`src/rtl/xor_serial_sequencer_if.sv`:
```
// ---------------------------------------------------------------------------
// xor_serial_sequencer_if
//
// Purpose:
//   Bundles the requester-side signals of the serial XOR sequencer so the
//   requester and the sequencer can be connected through one port.
//
// Signals:
//   start    requester -> sequencer   request pulse
//   a, b     requester -> sequencer   WIDTH-bit operands
//   busy     sequencer -> requester   high while bits are being processed
//   done     sequencer -> requester   one-cycle completion pulse
//   result   sequencer -> requester   a XOR b, filled LSB first
//   parity   sequencer -> requester   XOR-reduction of result bits so far
//   bit_idx  sequencer -> requester   bit pair currently in the XOR cell
//
// Modports:
//   master   requester view
//   slave    sequencer view
// ---------------------------------------------------------------------------
interface xor_serial_sequencer_if #(
    parameter int WIDTH = 8,
    parameter int IDXW  = 3
);
    logic             start;
    logic [WIDTH-1:0] a;
    logic [WIDTH-1:0] b;
    logic             busy;
    logic             done;
    logic [WIDTH-1:0] result;
    logic             parity;
    logic [IDXW-1:0]  bit_idx;

    modport master (
        output start, a, b,
        input  busy, done, result, parity, bit_idx
    );

    modport slave (
        input  start, a, b,
        output busy, done, result, parity, bit_idx
    );
endinterface

```
`src/rtl/xor_serial_sequencer.sv`:
```
// ---------------------------------------------------------------------------
// xor_serial_sequencer
//
// Purpose:
//   Computes result = a XOR b one bit pair per clock, LSB first, through a
//   single shared NOR-only XOR cell, and accumulates the parity of the
//   result bits as they are produced.
//
// Ports:
//   clk    rising-edge clock
//   rst_n  synchronous active-low reset
//   bus    xor_serial_sequencer_if.slave (start, a, b in;
//          busy, done, result, parity, bit_idx out)
//
// Operation:
//   IDLE/DONE accept start (operands latched), RUN walks bit_idx 0..WIDTH-1,
//   DONE lasts one cycle. A start seen in DONE launches the next operation
//   without an idle bubble. All outputs come straight from flops.
// ---------------------------------------------------------------------------

// Two-input XOR built only from two-input NOR gates.
//   n1 = ~(x | y)
//   n2 = ~(x | n1) = ~x & y
//   n3 = ~(y | n1) =  x & ~y
//   n4 = ~(n2 | n3) = XNOR
//   z  = ~(n4 | n4) = XOR
module xor_nor_cell (
    input  logic x_i,
    input  logic y_i,
    output logic z_o
);
    logic n1;
    logic n2;
    logic n3;
    logic n4;

    assign n1  = ~(x_i | y_i);
    assign n2  = ~(x_i | n1);
    assign n3  = ~(y_i | n1);
    assign n4  = ~(n2 | n3);
    assign z_o = ~(n4 | n4);
endmodule

module xor_serial_sequencer #(
    parameter int WIDTH = 8,
    parameter int IDXW  = 3
) (
    input  logic                    clk,
    input  logic                    rst_n,
    xor_serial_sequencer_if.slave   bus
);

    typedef enum logic [1:0] {
        IDLE = 2'd0,
        RUN  = 2'd1,
        DONE = 2'd2
    } state_t;

    localparam logic [IDXW-1:0] LAST_IDX = IDXW'(WIDTH - 1);

    state_t           state_q,  state_d;
    logic [WIDTH-1:0] op_a_q,   op_a_d;
    logic [WIDTH-1:0] op_b_q,   op_b_d;
    logic [WIDTH-1:0] result_q, result_d;
    logic             parity_q, parity_d;
    logic [IDXW-1:0]  bit_idx_q, bit_idx_d;
    logic             busy_q,   busy_d;
    logic             done_q,   done_d;

    logic             cell_x;
    logic             cell_y;
    logic             cell_z;

    // The one and only XOR cell, fed by a mux over the latched operands.
    assign cell_x = op_a_q[bit_idx_q];
    assign cell_y = op_b_q[bit_idx_q];

    xor_nor_cell u_cell (
        .x_i (cell_x),
        .y_i (cell_y),
        .z_o (cell_z)
    );

    // Next-state and next-output logic. busy/done are computed for the
    // state being entered so they can be registered alongside it.
    always_comb begin
        state_d   = state_q;
        op_a_d    = op_a_q;
        op_b_d    = op_b_q;
        result_d  = result_q;
        parity_d  = parity_q;
        bit_idx_d = bit_idx_q;
        busy_d    = 1'b0;
        done_d    = 1'b0;

        unique case (state_q)
            IDLE, DONE: begin
                if (bus.start) begin
                    op_a_d    = bus.a;
                    op_b_d    = bus.b;
                    result_d  = '0;
                    parity_d  = 1'b0;
                    bit_idx_d = '0;
                    busy_d    = 1'b1;
                    state_d   = RUN;
                end else begin
                    state_d   = IDLE;
                end
            end
            RUN: begin
                result_d[bit_idx_q] = cell_z;
                // Parity toggles on every 1 produced by the cell, which keeps
                // the cell as the only XOR function in the block.
                parity_d = cell_z ? ~parity_q : parity_q;
                if (bit_idx_q == LAST_IDX) begin
                    bit_idx_d = '0;
                    done_d    = 1'b1;
                    state_d   = DONE;
                end else begin
                    bit_idx_d = bit_idx_q + 1'b1;
                    busy_d    = 1'b1;
                end
            end
            default: begin
                state_d = IDLE;
            end
        endcase
    end

    // State and output registers; reset wins over any pending request.
    always_ff @(posedge clk) begin
        if (!rst_n) begin
            state_q   <= IDLE;
            op_a_q    <= '0;
            op_b_q    <= '0;
            result_q  <= '0;
            parity_q  <= 1'b0;
            bit_idx_q <= '0;
            busy_q    <= 1'b0;
            done_q    <= 1'b0;
        end else begin
            state_q   <= state_d;
            op_a_q    <= op_a_d;
            op_b_q    <= op_b_d;
            result_q  <= result_d;
            parity_q  <= parity_d;
            bit_idx_q <= bit_idx_d;
            busy_q    <= busy_d;
            done_q    <= done_d;
        end
    end

    assign bus.busy    = busy_q;
    assign bus.done    = done_q;
    assign bus.result  = result_q;
    assign bus.parity  = parity_q;
    assign bus.bit_idx = bit_idx_q;

endmodule

```
`src/flat_wrapper.sv`:
```
// flat-port wrapper written by rule: the top's interface ports become plain ports
module xor_serial_sequencer_flat 
#(
    parameter int WIDTH = 8,
    parameter int IDXW  = 3
)
  (clk, rst_n, bus_start, bus_a, bus_b, bus_busy, bus_done, bus_result, bus_parity, bus_bit_idx);
  xor_serial_sequencer_if #(.WIDTH(WIDTH), .IDXW(IDXW)) bus_i ();
  input  logic clk;
  input  logic rst_n;
  input wire logic [$bits(bus_i.start)-1:0] bus_start;
  input wire logic [$bits(bus_i.a)-1:0] bus_a;
  input wire logic [$bits(bus_i.b)-1:0] bus_b;
  output wire logic [$bits(bus_i.busy)-1:0] bus_busy;
  output wire logic [$bits(bus_i.done)-1:0] bus_done;
  output wire logic [$bits(bus_i.result)-1:0] bus_result;
  output wire logic [$bits(bus_i.parity)-1:0] bus_parity;
  output wire logic [$bits(bus_i.bit_idx)-1:0] bus_bit_idx;
  assign bus_i.start = bus_start;
  assign bus_i.a = bus_a;
  assign bus_i.b = bus_b;
  assign bus_busy = bus_i.busy;
  assign bus_done = bus_i.done;
  assign bus_result = bus_i.result;
  assign bus_parity = bus_i.parity;
  assign bus_bit_idx = bus_i.bit_idx;
  xor_serial_sequencer #(.WIDTH(WIDTH), .IDXW(IDXW)) u_core (.clk(clk), .rst_n(rst_n), .bus(bus_i));
endmodule
```
`config.mk`:
```
export PLATFORM = sky130hd
export DESIGN_NAME = xor_serial_sequencer_flat
export DESIGN_NICKNAME = d
export VERILOG_FILES = /design/src/rtl/xor_serial_sequencer_if.sv /design/src/rtl/xor_serial_sequencer.sv /design/src/flat_wrapper.sv
export SDC_FILE = /design/constraint.sdc
export NUM_CORES = 1
export LEC_CHECK = 0
export CORE_UTILIZATION = 51
export CTS_CLUSTER_DIAMETER = 50
export DETAILED_ROUTE_END_ITERATION = 7
export MAX_ROUTING_LAYER = met4
export PLACE_DENSITY = 0.82
export SETUP_SLACK_MARGIN = 0.3
export SLEW_MARGIN = 20
export SYNTH_ARGS = -nofsm -noshare
export SYNTH_HDL_FRONTEND = slang
export SYNTH_SLANG_ARGS = --single-unit
```
`constraint.sdc`:
```
create_clock -name clk -period 3.1 [get_ports clk]
set_input_delay 0.465 -clock clk [delete_from_list [all_inputs] [get_ports clk]]
set_output_delay 0.465 -clock clk [all_outputs]
set_load 0.05 [all_outputs]
```
==> impl_metrics.json <==
{
  "critPathRequiredTime_ps": 3360,
  "final_common_cell": "nand2_1",
  "antenna_found_initial": 0,
  "syn_nets": 176,
  "timing.fmax_mhz": 391,
  "yosysTopAreaCell": "dfxtp_1",
  "dr.pass1.iters": 4,
  "slew_headroom_pct": 38.1,
  "period_share_pct": 82.5,
  "cts_inserted_buffers": 5,
  "synth_edf_count": 0,
  "critical-path-top-delay-family": "multiplexers",
  "final_cell_mix": "38 x nand2_1, 32 x clkdlybuf4s50_1, 32 x dfxtp_1",
  "fin_cells": 214,
  "critPathKind": "register to register",
  "crit_arrival_ps": 2820,
  "hp-start": "u_core.op_b_q[5]$_SDFFE_PN0P_",
  "totalWireLength_um": 2860,
  "nets": 204,
  "cp_max_fo": 17,
  "yosysSeqAreaShare_pct": 47.5,
  "dp_hpwl_um": 1970,
  "globalplace.congestion": 0.806,
  "viasPerCell": 5.54,
  "crit_buf_inv": 0,
  "synth_area_um2": 1350,
  "clk_latency_ps": 340,
  "ios": 33,
  "row_count": 18,
  "portBuffers": 32,
  "power_density_nw_per_um2": 473,
  "finalSetupTns_ps": 0,
  "drive_above_1_share_pct": 9.24,
  "path_clk_slew_ps": 100,
  "worst_pin_slew_ps": 928,
  "synth_top_cell_area_share_pct": 47.5,
  "r2r_start": "u_core.bus.bit_idx[0]$_SDFFE_PN0P_",
  "ys_warn_count": 0,
  "grt_max_degree": 31,
  "initial_core_util_pct": 54.4,
  "fill_cells": 205,
  "grt.overflow.total": 0,
  "antenna_left": 0,
  "power_frac_seq_pct": 54.3,
  "endpoint_kind": "register",
  "drtIter0Drc": 23,
  "clock_path_buffers": 2,
  "synth_cell_types": 26,
  "critPathLaunch": "u_core.bus.bit_idx[0]$_SDFFE_PN0P_",
  "post-place-cells": 206,
  "grt.total_usage_pct": 23.8,
  "dieArea_um2": 2850,
  "status": "complete, no violations",
  "grt_pass1_vias": 1097,
  "clock_sinks": 32,
  "path_cells": "mux4_2 -> mux2i_1 -> xnor2_1 -> or4_1 -> a21oi_1",
  "synthArstFlopShare_pct": 0,
  "synth_seq_cells": 32,
  "hold_viol_final": 0,
  "diodes": 0,
  "ys.flop_type": "dfxtp_1",
  "route.detailed.drc": 0,
  "seq_area_um2": 641,
  "area_growth_syn_to_layout_pct": 28.3,
  "syn_inst": 155,
  "ir_worst_vdd_uv": 422,
  "grt_setup_unrepaired": "no",
  "grt_pass1_wl_um": 4570,
  "critPathLaunchType": "register",
  "synthTopCellsByArea": "dfxtp_1 47%, nand2_1 11%, a21oi_1 6.7%",
  "avgRoutedWirePerCell_um": 13.4,
  "setup_viol": 0,
  "vias": 1186,
  "cts_tree": "yes",
  "p_int_uw": 593,
  "core-area_um2": 2480,
  "slowest_delay_ps": 740,
  "slew_violations": 0,
  "fin_skew_ps": 8.62,
  "ctsResizeCount": 0,
  "switching_share_pct": 27.6,
  "syn_avg_cell_area_um2": 8.70,
  "cp_slowest_cell": "dfxtp_1",
  "finalPower_uw": 818,
  "multi_input_area_um2": 658,
  "hp-class": "register to register",
  "cts_root_buffer": "clkbuf_4",
  "max_cap_violations": 0,
  "die_width_um": 53.4,
  "period_needed_ps": 2560,
  "cts_setup_buffers": 0,
  "hold_buffers": 0,
  "p_sw_uw": 225,
  "cellLeakagePower_uw": 0.000621,
  "clkPwrFrac_pct": 31.4,
  "dieHeight_um": 53.4,
  "h-tree-depth": 2,
  "holdWs_ps": 462,
  "p_comb_share_pct": 14.3
}
==> kinds of logic after synthesis <==
group | Yosys count | share of synthesized area (%)
AO/OA/AOI/OAI | 25 | 10.9
adder cells (fa/ha/maj) | 2 | 1.85
multiplexers | 11 | 12.3
flip-flops | 32 | 47.5
buffers and inverters | 13 | 3.71
XOR/XNOR | 1 | 0.649
AND/OR/NAND/NOR | 71 | 23.1
==> layer usage <==
metal  global-route usage (%)  vias to the layer above  part of all wire [%]  routed length (um)
met2                     37.9                       28                    50                1430
met1                     24.8                      559                    43                1240
met4                     18.4                        0                   3.3                  94
met5                        -                        -                     0                   0
li1                         -                      587                     -                   -
met3                     6.32                       12                   3.3                  95
==> through the flow <==
step | area [um^2] | util, % | worst slack, ps
after global placement | 1670 | 67.3 | 724
after detailed placement | 1670 | 67.3 | 607
after CTS | 1730 | 69.8 | 587
after global routing | 1730 | 69.8 | 419
final | 1730 | 69.8 | 544
after floorplan | 1350 | - | 672
==> power groups by stage <==
stage / registers [uW] / clock network, uW / logic (uW)
final: 444 / 256 / 117
after global routing: 447 / 278 / 127
after CTS: 444 / 263 / 117
after detailed placement: 454 / 0 / 117
after global placement: 453 / 0 / 113
after floorplan: 459 / 0 / 65.4
==> area by class of cell <==
cell class	instances	area share (%)
multi-input cells	110	38.0
well taps	30	2.17
clock buffers	7	3.18
clock inverters	1	0.434
repair buffers	33	18.9
flip-flops and latches	32	37.0
inverters	1	0.217
==> final timing paths <==
check,cells after the start,to,slack [ps]
setup reg to reg,5,u_core.bus.result[4]$_SDFFE_PN0P_,540
hold reg to reg,2,u_core.op_b_q[5]$_SDFFE_PN0P_,460
setup / recovery,5,u_core.bus.result[4]$_SDFFE_PN0P_,540
hold / removal,2,u_core.op_b_q[5]$_SDFFE_PN0P_,460
==> cells in the mapped netlist, drive strengths merged (3+ instances only) <==
cell / number
nand2: 38
dfxtp: 32
a21oi: 18
nor2: 16
clkbuf: 11
mux2: 5
mux4: 4
nand3: 3
==> flip-flops by register name, indices dropped and copies added (netlist names) <==
| name | cells |
|---|---|
| u_core.state_q | 2 |
| u_core.bus.done | 1 |
| u_core.bus.result | 8 |
| u_core.op_a_q | 8 |
| u_core.op_b_q | 8 |
| u_core.bus.bit_idx | 3 |
| u_core.bus.busy | 1 |
| u_core.bus.parity | 1 |
==> worst min-delay path, cell delays in order, from the launching register on <==
cell     delay [ps]
dfxtp_1         320
nand2_1          50
a21oi_1          50
Power figures use the tool's default switching activity.
